==> src/rtl/sync_data_tx_if.sv <==
// Bundle for the source-side toggle-handshake CDC transmitter: producer
// valid/ready, the held data bus with its request toggle, and status.
interface sync_data_tx_if #(
  parameter int DW = 32
);
  logic          in_valid;
  logic          in_ready;
  logic [DW-1:0] in_data;
  logic          tx_req;
  logic [DW-1:0] tx_data;
  logic          ack_tgl;
  logic          busy;
  logic          proto_err;
  logic [15:0]   sent_count;

  // Environment side: producer plus far-domain receiver.
  modport master (
    output in_valid, in_data, ack_tgl,
    input  in_ready, tx_req, tx_data, busy, proto_err, sent_count
  );

  modport slave (
    input  in_valid, in_data, ack_tgl,
    output in_ready, tx_req, tx_data, busy, proto_err, sent_count
  );
endinterface

==> src/rtl/sync_data_tx.sv <==
// Source-domain transmitter of a 2-phase req/ack CDC: launches words by
// toggling tx_req over a held bus, with a one-word pending buffer.
module sync_data_tx #(
  parameter int DW         = 32,
  parameter int SYNC_DEPTH = 2
) (
  input logic           clk,
  input logic           rst_n,
  sync_data_tx_if.slave bus
);

  typedef enum logic {IDLE = 1'b0, BUSY = 1'b1} state_t;

  state_t                state_q, state_d;
  logic [SYNC_DEPTH-1:0] ack_sync_q;
  logic                  ack_s;
  logic                  tx_req_q;
  logic [DW-1:0]         tx_data_q;
  logic [DW-1:0]         pend_q;
  logic                  pend_valid_q;
  logic                  proto_err_q;
  logic [15:0]           sent_count_q;

  logic aligned, misaligned, done, free;
  logic launch_pend, launch_in, launch, capture;

  assign ack_s = ack_sync_q[SYNC_DEPTH-1];

  // NOTE: sequential state uses non-blocking (<=) so every flop samples
  // pre-edge values regardless of process ordering.
  always_ff @(posedge clk or negedge rst_n) begin
    if (!rst_n) state_q <= IDLE;
    else        state_q <= state_d;
  end

  // NOTE: default first, so no path through the comb block leaves
  // state_d unassigned and a latch is never inferred.
  always_comb begin
    state_d = state_q;
    if (launch)    state_d = BUSY;
    else if (done) state_d = IDLE;
  end

  // An ack that moves while IDLE is realigned, never counted as completion.
  always_comb begin
    aligned     = (ack_s == tx_req_q);
    misaligned  = (state_q == IDLE) && !aligned;
    done        = (state_q == BUSY) && aligned;
    free        = ((state_q == IDLE) && aligned) || done;
    launch_pend = free && pend_valid_q;
    launch_in   = free && !pend_valid_q && bus.in_valid;
    launch      = launch_pend || launch_in;
    capture     = !free && bus.in_valid && !pend_valid_q;
  end

  // ack_tgl is asynchronous to clk; only the last stage is ever used.
  always_ff @(posedge clk or negedge rst_n) begin
    if (!rst_n) ack_sync_q <= '0;
    else        ack_sync_q <= {ack_sync_q[SYNC_DEPTH-2:0], bus.ack_tgl};
  end

  always_ff @(posedge clk or negedge rst_n) begin
    if (!rst_n) begin
      tx_req_q     <= 1'b0;
      tx_data_q    <= '0;
      pend_q       <= '0;
      pend_valid_q <= 1'b0;
      proto_err_q  <= 1'b0;
      sent_count_q <= '0;
    end else begin
      proto_err_q <= misaligned;

      // tx_data only moves on the edge that toggles tx_req.
      if (misaligned) begin
        tx_req_q <= ack_s;
      end else if (launch) begin
        tx_req_q  <= ~tx_req_q;
        tx_data_q <= launch_pend ? pend_q : bus.in_data;
      end

      if (launch_pend) begin
        pend_valid_q <= 1'b0;
      end else if (capture) begin
        pend_q       <= bus.in_data;
        pend_valid_q <= 1'b1;
      end

      if (done) sent_count_q <= sent_count_q + 16'd1;
    end
  end

  assign bus.in_ready   = ~pend_valid_q;
  assign bus.tx_req     = tx_req_q;
  assign bus.tx_data    = tx_data_q;
  assign bus.busy       = (state_q == BUSY);
  assign bus.proto_err  = proto_err_q;
  assign bus.sent_count = sent_count_q;

endmodule

==> src/flat_wrapper.sv <==
// flat-port wrapper written by rule: the top's interface ports become plain ports
module sync_data_tx_flat 
#(
  parameter int DW         = 32,
  parameter int SYNC_DEPTH = 2
)
  (clk, rst_n, bus_in_valid, bus_in_data, bus_ack_tgl, bus_in_ready, bus_tx_req, bus_tx_data, bus_busy, bus_proto_err, bus_sent_count);
  sync_data_tx_if #(.DW(DW)) bus_i ();
  input logic clk;
  input logic rst_n;
  input wire logic [$bits(bus_i.in_valid)-1:0] bus_in_valid;
  input wire logic [$bits(bus_i.in_data)-1:0] bus_in_data;
  input wire logic [$bits(bus_i.ack_tgl)-1:0] bus_ack_tgl;
  output wire logic [$bits(bus_i.in_ready)-1:0] bus_in_ready;
  output wire logic [$bits(bus_i.tx_req)-1:0] bus_tx_req;
  output wire logic [$bits(bus_i.tx_data)-1:0] bus_tx_data;
  output wire logic [$bits(bus_i.busy)-1:0] bus_busy;
  output wire logic [$bits(bus_i.proto_err)-1:0] bus_proto_err;
  output wire logic [$bits(bus_i.sent_count)-1:0] bus_sent_count;
  assign bus_i.in_valid = bus_in_valid;
  assign bus_i.in_data = bus_in_data;
  assign bus_i.ack_tgl = bus_ack_tgl;
  assign bus_in_ready = bus_i.in_ready;
  assign bus_tx_req = bus_i.tx_req;
  assign bus_tx_data = bus_i.tx_data;
  assign bus_busy = bus_i.busy;
  assign bus_proto_err = bus_i.proto_err;
  assign bus_sent_count = bus_i.sent_count;
  sync_data_tx #(.DW(DW), .SYNC_DEPTH(SYNC_DEPTH)) u_core (.clk(clk), .rst_n(rst_n), .bus(bus_i));
endmodule
==> config.mk <==
export PLATFORM = sky130hd
export DESIGN_NAME = sync_data_tx_flat
export DESIGN_NICKNAME = d
export VERILOG_FILES = /design/src/rtl/sync_data_tx_if.sv /design/src/rtl/sync_data_tx.sv /design/src/flat_wrapper.sv
export SDC_FILE = /design/constraint.sdc
export NUM_CORES = 1
export LEC_CHECK = 0
export ABC_CLOCK_PERIOD_IN_PS = 2300
export CORE_MARGIN = 5
export CORE_UTILIZATION = 48
export CTS_CLUSTER_DIAMETER = 30
export CTS_CLUSTER_SIZE = 20
export DETAILED_ROUTE_END_ITERATION = 8
export HOLD_SLACK_MARGIN = 0.1
export PLACE_DENSITY_LB_ADDON = 0.1
export SETUP_SLACK_MARGIN = 0.1
export SLEW_MARGIN = 20
export SYNTH_ARGS = -nofsm -noshare
export SYNTH_HDL_FRONTEND = slang
export SYNTH_SLANG_ARGS = --single-unit
==> constraint.sdc <==
create_clock -name clk -period 2.3 [get_ports clk]
set_input_delay 0.46 -clock clk [delete_from_list [all_inputs] [get_ports clk]]
set_output_delay 0.46 -clock clk [all_outputs]
set_load 0.01 [all_outputs]
==> results of run 1 <==
where the power goes:
group,switching [W],internal (W)
Clock,0.000491,0.000639
Sequential,0.000410,0.00217
Combinational,0.00112,0.00135
Total,0.00202,0.00416
logic make-up (layout without fill, tap and decap cells):
kind of cell | Yosys count | in the layout | share of synthesized area, %
buf+inv | 19 | 116 | 3.011
simple gates | 63 | 63 | 7.765
xor+xnor | 18 | 18 | 4.790
mux | 33 | 33 | 10.78
flops | 86 | 86 | 62.41
fa+ha+maj | 1 | 1 | 0.3628
compound gates | 67 | 67 | 10.89
repair_timing:
item	CTS	global route
hold buffers	0	0
resized for setup	1	0
setup endpoints to repair	1	0
path summary, 6_finish.rpt:
check / slack, ps / to / cells past startpoint / start
min in group clk: 360 / u_core.ack_sync_q[1] / 0 / u_core.ack_sync_q[0]
worst max-delay path: 240 / bus_in_ready / 2 / u_core.pend_valid_q
max in group asynchronous: 1560 / u_core.bus.tx_data[12] / 2 / rst_n
worst max register to register: 420 / u_core.pend_q[24] / 4 / u_core.bus.tx_req
worst min register to register: 360 / u_core.ack_sync_q[1] / 0 / u_core.ack_sync_q[0]
worst min-delay path: 110 / u_core.bus.sent_count[11] / 1 / rst_n
per-stage QoR:
| stage | hold WS [ps] | utilization [%] | setup slack, ps |
|---|---|---|---|
| after global placement | 342.5 | 62.59 | 286.0 |
| after floorplan | 164.4 | - | 664.3 |
| after detailed placement | 341.9 | 62.59 | 261.1 |
| after CTS | 119.2 | 65.62 | 218.7 |
| final | 112.6 | 65.62 | 237.3 |
| after global routing | 137.1 | 65.62 | 145.6 |
sequential cells by signal (all words and copies together), names as in the netlist:
register / count
u_core.bus.proto_err: 1
u_core.bus.tx_data: 32
u_core.pend_q: 32
u_core.pend_valid_q: 1
u_core.bus.busy: 1
u_core.bus.tx_req: 1
u_core.bus.sent_count: 16
u_core.ack_sync_q: 2
synthesized netlist by cell type (all sizes together):
cell,instances,share of area [%]
inv,1,0.11
nand2,40,4.4
nor3,1,0.14
nand3,7,1.0
nand4,2,0.36
clkinv,1,0.11
o21ai,35,5.1
xnor2,12,3.0
buf,9,1.9
xor2,6,1.7
clkbuf,8,0.87
dfrtp,86,62
mux2,33,11
and3,3,0.54
ha,1,0.36
nor4,2,0.36
or4,1,0.22
o22ai,32,5.8
nor2,7,0.76
worst max-delay path, delay by kind of cell (launching register included):
kind | cells | cell delay (ps)
buf+inv | 2 | 830
flops | 1 | 440
metal layers:
layer / wire length [um] / global-route usage, %
met5: 0 / 0
met4: 82 / 6.130
met3: 392 / 4.382
met2: 3449 / 26.37
met1: 3139 / 23.00
layout make-up:
type                    count  share of cell area, %
flip-flops and latches     86                  45.95
clock inverters             4                  1.496
multi-input cells         182                  25.78
well taps                  99                  2.645
inverters                   2                 0.1870
clock buffers              12                  3.099
repair buffers             98                  20.84
==> impl_metrics.env, run 1 <==
export IMPL_placed_cells=467
export IMPL_p_leak_nw=1.971
export IMPL_die_w_um=94.76
export IMPL_finalNonFillerCells=483
export IMPL_ant_nets=0
export IMPL_start_util_pct=48.32
export IMPL_routed_via_density=5.031
export IMPL_arrival_ps=1600
export IMPL_syn_instance_count=287
export IMPL_grt_pass1_vias=2475
export IMPL_yosys_warnings=0
export IMPL_crit_path_max_incr_delay_ps=560
export IMPL_coreArea_um2=7137
export IMPL_gp_congestion=0.7419
export IMPL_worstSetupEndpointType="output pin"
export IMPL_place_area_um2=4467
export IMPL_cts_sinks=86
export IMPL_drive_gt1_share_pct=16.41
export IMPL_dr_pass1_iters=4
export IMPL_clk_pin_slew_ps=80
export IMPL_cts_tree="done"
export IMPL_grt_max_degree=45
export IMPL_fin_crit_ps=2063
export IMPL_status="finished, final reports clean"
export IMPL_synth_distinct_cells=24
export IMPL_nets=416
export IMPL_wire_per_inst_um=14.63
export IMPL_syn_nets=324
export IMPL_path_cells="clkinv_2 -> clkdlybuf4s50_1"
export IMPL_n_fill_cell=614
export IMPL_relSlewSlack_pct=62.72
export IMPL_setup_viol=0
export IMPL_grt_pass1_wl_mm=11.85
export IMPL_io_buffers=87
export IMPL_cp_required_ps=1840
export IMPL_n_antenna_cell=0
export IMPL_cp_start_kind="flip-flop"
export IMPL_holdCritPathClass="in2async"
export IMPL_fin_worst_skew_ps=7.829
export IMPL_maxSlewViolCount=0
export IMPL_worstMarginPinSlew_ps=559.2
export IMPL_final_cell_mix="clkdlybuf4s50_1, dfrtp_1, nand2_1, o21ai_0"
export IMPL_place_hpwl_mm=5.131
export IMPL_cts_buffers=9
export IMPL_cts_buffer_depth=2
export IMPL_max_freq_mhz=484.8
export IMPL_drtIter0Drc=85
export IMPL_clock_latency_ps=330
export IMPL_setup_tns_ps=0
export IMPL_drc=0
export IMPL_ir_drop_mv=0.6461
export IMPL_syn_area_um2=3448
export IMPL_wirelength_mm=7.064
export IMPL_post_cts_setup_buffer_count=0
export IMPL_syn_area_per_cell_um2=12.02
export IMPL_multi_input_area_um2=1207
export IMPL_num_rows=31
export IMPL_drv_cap=0
export IMPL_hold_violations=0
export IMPL_slowest_stage="clkdlybuf4s50_1"
export IMPL_area_growth_pct=35.81
export IMPL_regArea_um2=2152
export IMPL_antenna_found_initial=0
export IMPL_io_pins=88
export IMPL_gr_total_overflow=0
export IMPL_die_area_um2=8979
export IMPL_p_per_area_nw_per_um2=1319
export IMPL_post_route_period_util_pct=89.68
export IMPL_htreeDepth=3
export IMPL_num_vias=2430
export IMPL_fin_area_um2=4683
export IMPL_yosysSeqAreaShare_pct=62.41
export IMPL_crit_type="reg2out"
export IMPL_rsz0062_at_grt="no"
export IMPL_grt_total_usage_pct=16.95
export IMPL_ys_ff_latch=86
export IMPL_die_h_um=94.76
export IMPL_total_power_w=0.006177
export IMPL_cp_max_fo=17
export IMPL_root_buffer="clkbuf_8"
(Power assumes the default switching activity.)
==> run 2, diff against run 1 <==
--- a/config.mk
+++ b/config.mk
@@ -5,7 +5,7 @@
 export SDC_FILE = /design/constraint.sdc
 export NUM_CORES = 1
 export LEC_CHECK = 0
-export ABC_CLOCK_PERIOD_IN_PS = 2300
+export ABC_CLOCK_PERIOD_IN_PS = 2100
 export CORE_MARGIN = 5
 export CORE_UTILIZATION = 48
 export CTS_CLUSTER_DIAMETER = 30
==> constraint.sdc (replaced) <==
create_clock -name clk -period 2.1 [get_ports clk]
set_input_delay 0.42 -clock clk [delete_from_list [all_inputs] [get_ports clk]]
set_output_delay 0.42 -clock clk [all_outputs]
set_load 0.01 [all_outputs]
==> run 2 against run 1 <==
Effect of this change: clock-buffer cell count decreased by 2; clock power rose by 7%; sequential power up 10%.
==> impl_metrics.env, run 2 (same netlist as run 1, synthesis figures left out) <==
export IMPL_status="finished, final reports clean"
export IMPL_p_leak_nw=1.971
export IMPL_cts_sinks=86
export IMPL_coreArea_um2=7137
export IMPL_gr_total_overflow=0
export IMPL_grt_max_degree=44
export IMPL_holdWs_ps=384.7
export IMPL_htreeDepth=3
export IMPL_drc=0
export IMPL_clock_latency_ps=340
export IMPL_crit_type="reg2out"
export IMPL_io_buffers=87
export IMPL_fin_area_um2=4691
export IMPL_grt_total_usage_pct=17.34
export IMPL_routed_via_density=5.000
export IMPL_num_vias=2410
export IMPL_start_util_pct=48.32
export IMPL_drv_cap=0
export IMPL_total_power_w=0.006787
export IMPL_drtIter0Drc=109
export IMPL_fin_worst_skew_ps=5.826
export IMPL_setup_viol=0
export IMPL_final_cell_mix="clkdlybuf4s50_1, dfrtp_1, nand2_1, o21ai_0"
export IMPL_die_area_um2=8979
export IMPL_nets=416
export IMPL_cts_tree="done"
export IMPL_cp_start_kind="flip-flop"
export IMPL_cts_buffers=9
export IMPL_root_buffer="clkbuf_8"
export IMPL_place_hpwl_mm=5.048
export IMPL_max_freq_mhz=525.5
export IMPL_worstSetupEndpointType="output pin"
export IMPL_num_rows=31
export IMPL_dr_pass1_iters=4
export IMPL_hold_violations=0
export IMPL_area_growth_pct=36.03
export IMPL_rsz0062_at_grt="no"
export IMPL_die_w_um=94.76
export IMPL_relSlewSlack_pct=63.02
export IMPL_ir_drop_mv=0.7898
export IMPL_final_common_cell="clkdlybuf4s50_1"
export IMPL_fin_crit_ps=1903
export IMPL_cp_required_ps=1680
export IMPL_clk_pin_slew_ps=80
export IMPL_holdCritPathClass="reg2reg"
export IMPL_cp_max_fo=14
export IMPL_place_area_um2=4472
export IMPL_grt_pass1_wl_mm=11.96
export IMPL_maxSlewViolCount=0
export IMPL_wire_per_inst_um=15.08
export IMPL_setup_tns_ps=0
export IMPL_p_per_area_nw_per_um2=1447
export IMPL_worstMarginPinSlew_ps=549.6
export IMPL_utilization_pct=65.73
export IMPL_io_pins=88
export IMPL_wirelength_mm=7.267
export IMPL_n_antenna_cell=0
export IMPL_gp_congestion=0.7689
export IMPL_cts_buffer_depth=2
export IMPL_die_h_um=94.76
export IMPL_arrival_ps=1480
export IMPL_post_route_period_util_pct=90.61
export IMPL_post_cts_setup_buffer_count=0
export IMPL_ant_nets=0
export IMPL_antenna_found_initial=0
export IMPL_drive_gt1_share_pct=16.45
export IMPL_grt_pass1_vias=2423
==> run 2: where the power goes <==
part | total [W] | internal (W) | switching [W]
sequential | 0.00285 | 0.00238 | 0.000471
clock | 0.00121 | 0.000658 | 0.000552
combinational | 0.00273 | 0.00149 | 0.00124
==> run 2: layout make-up <==
| class | count | area, um2 |
|---|---|---|
| fillers | 601 | 2446 |
| flip-flops and latches | 86 | 2153 |
| multi-input cells | 182 | 1207 |
| repair buffers | 98 | 991.0 |
| clock buffers | 10 | 127.6 |
| well taps | 99 | 123.9 |
| clock inverters | 5 | 75.07 |
| inverters | 2 | 12.51 |
==> run 2: timing repair <==
action / 4_1_cts / 5_1_grt
resized for setup: 2 / 1
hold endpoints to repair: 30 / 0
hold buffers: 1 / 0
setup endpoints to repair: 1 / 1
==> run 2: stage by stage <==
step           worst slack (ps)  instances
6_report                  197.2        482
5_1_grt                   140.9        482
4_1_cts                   152.0        482
3_5_place_dp              124.2        466
3_3_place_gp              175.9        466
2_1_floorplan             464.3        287
==> run 2: routing by layer <==
layer  global-route usage (%)  routed length (um)  share of wire (%)
met3                    3.984                 346                4.8
met4                    7.933                 108                1.5
met1                    24.01                3435                 47
met5                        0                   0                  0
met2                    25.95                3377                 46
==> run 2: worst paths after layout <==
path	startpoint	slack, ps	to	depth (start not counted)
worst min-delay path	u_core.ack_sync_q[0]	380	u_core.ack_sync_q[1]	0
worst min register to register	u_core.ack_sync_q[0]	380	u_core.ack_sync_q[1]	0
min in group asynchronous	rst_n	560	u_core.bus.tx_data[25]	2
max in group asynchronous	rst_n	970	u_core.pend_valid_q	3
worst max-delay path	u_core.pend_valid_q	200	bus_in_ready	2
worst max register to register	u_core.bus.tx_req	310	u_core.pend_q[5]	4
==> run 2: critical path, stage by stage (launching register included) <==
cell	delay, ps
dfrtp_2	460
clkinv_4	130
clkdlybuf4s50_1	550
==> run 3, diff against run 2 <==
--- a/config.mk
+++ b/config.mk
@@ -8,7 +8,7 @@
 export ABC_CLOCK_PERIOD_IN_PS = 2100
 export CORE_MARGIN = 5
 export CORE_UTILIZATION = 48
-export CTS_CLUSTER_DIAMETER = 30
+export CTS_CLUSTER_DIAMETER = 40
 export CTS_CLUSTER_SIZE = 20
 export DETAILED_ROUTE_END_ITERATION = 8
 export HOLD_SLACK_MARGIN = 0.1
==> results of run 3 <==
Same layout as run 2: the final DEF is identical, and so are final timing and power.
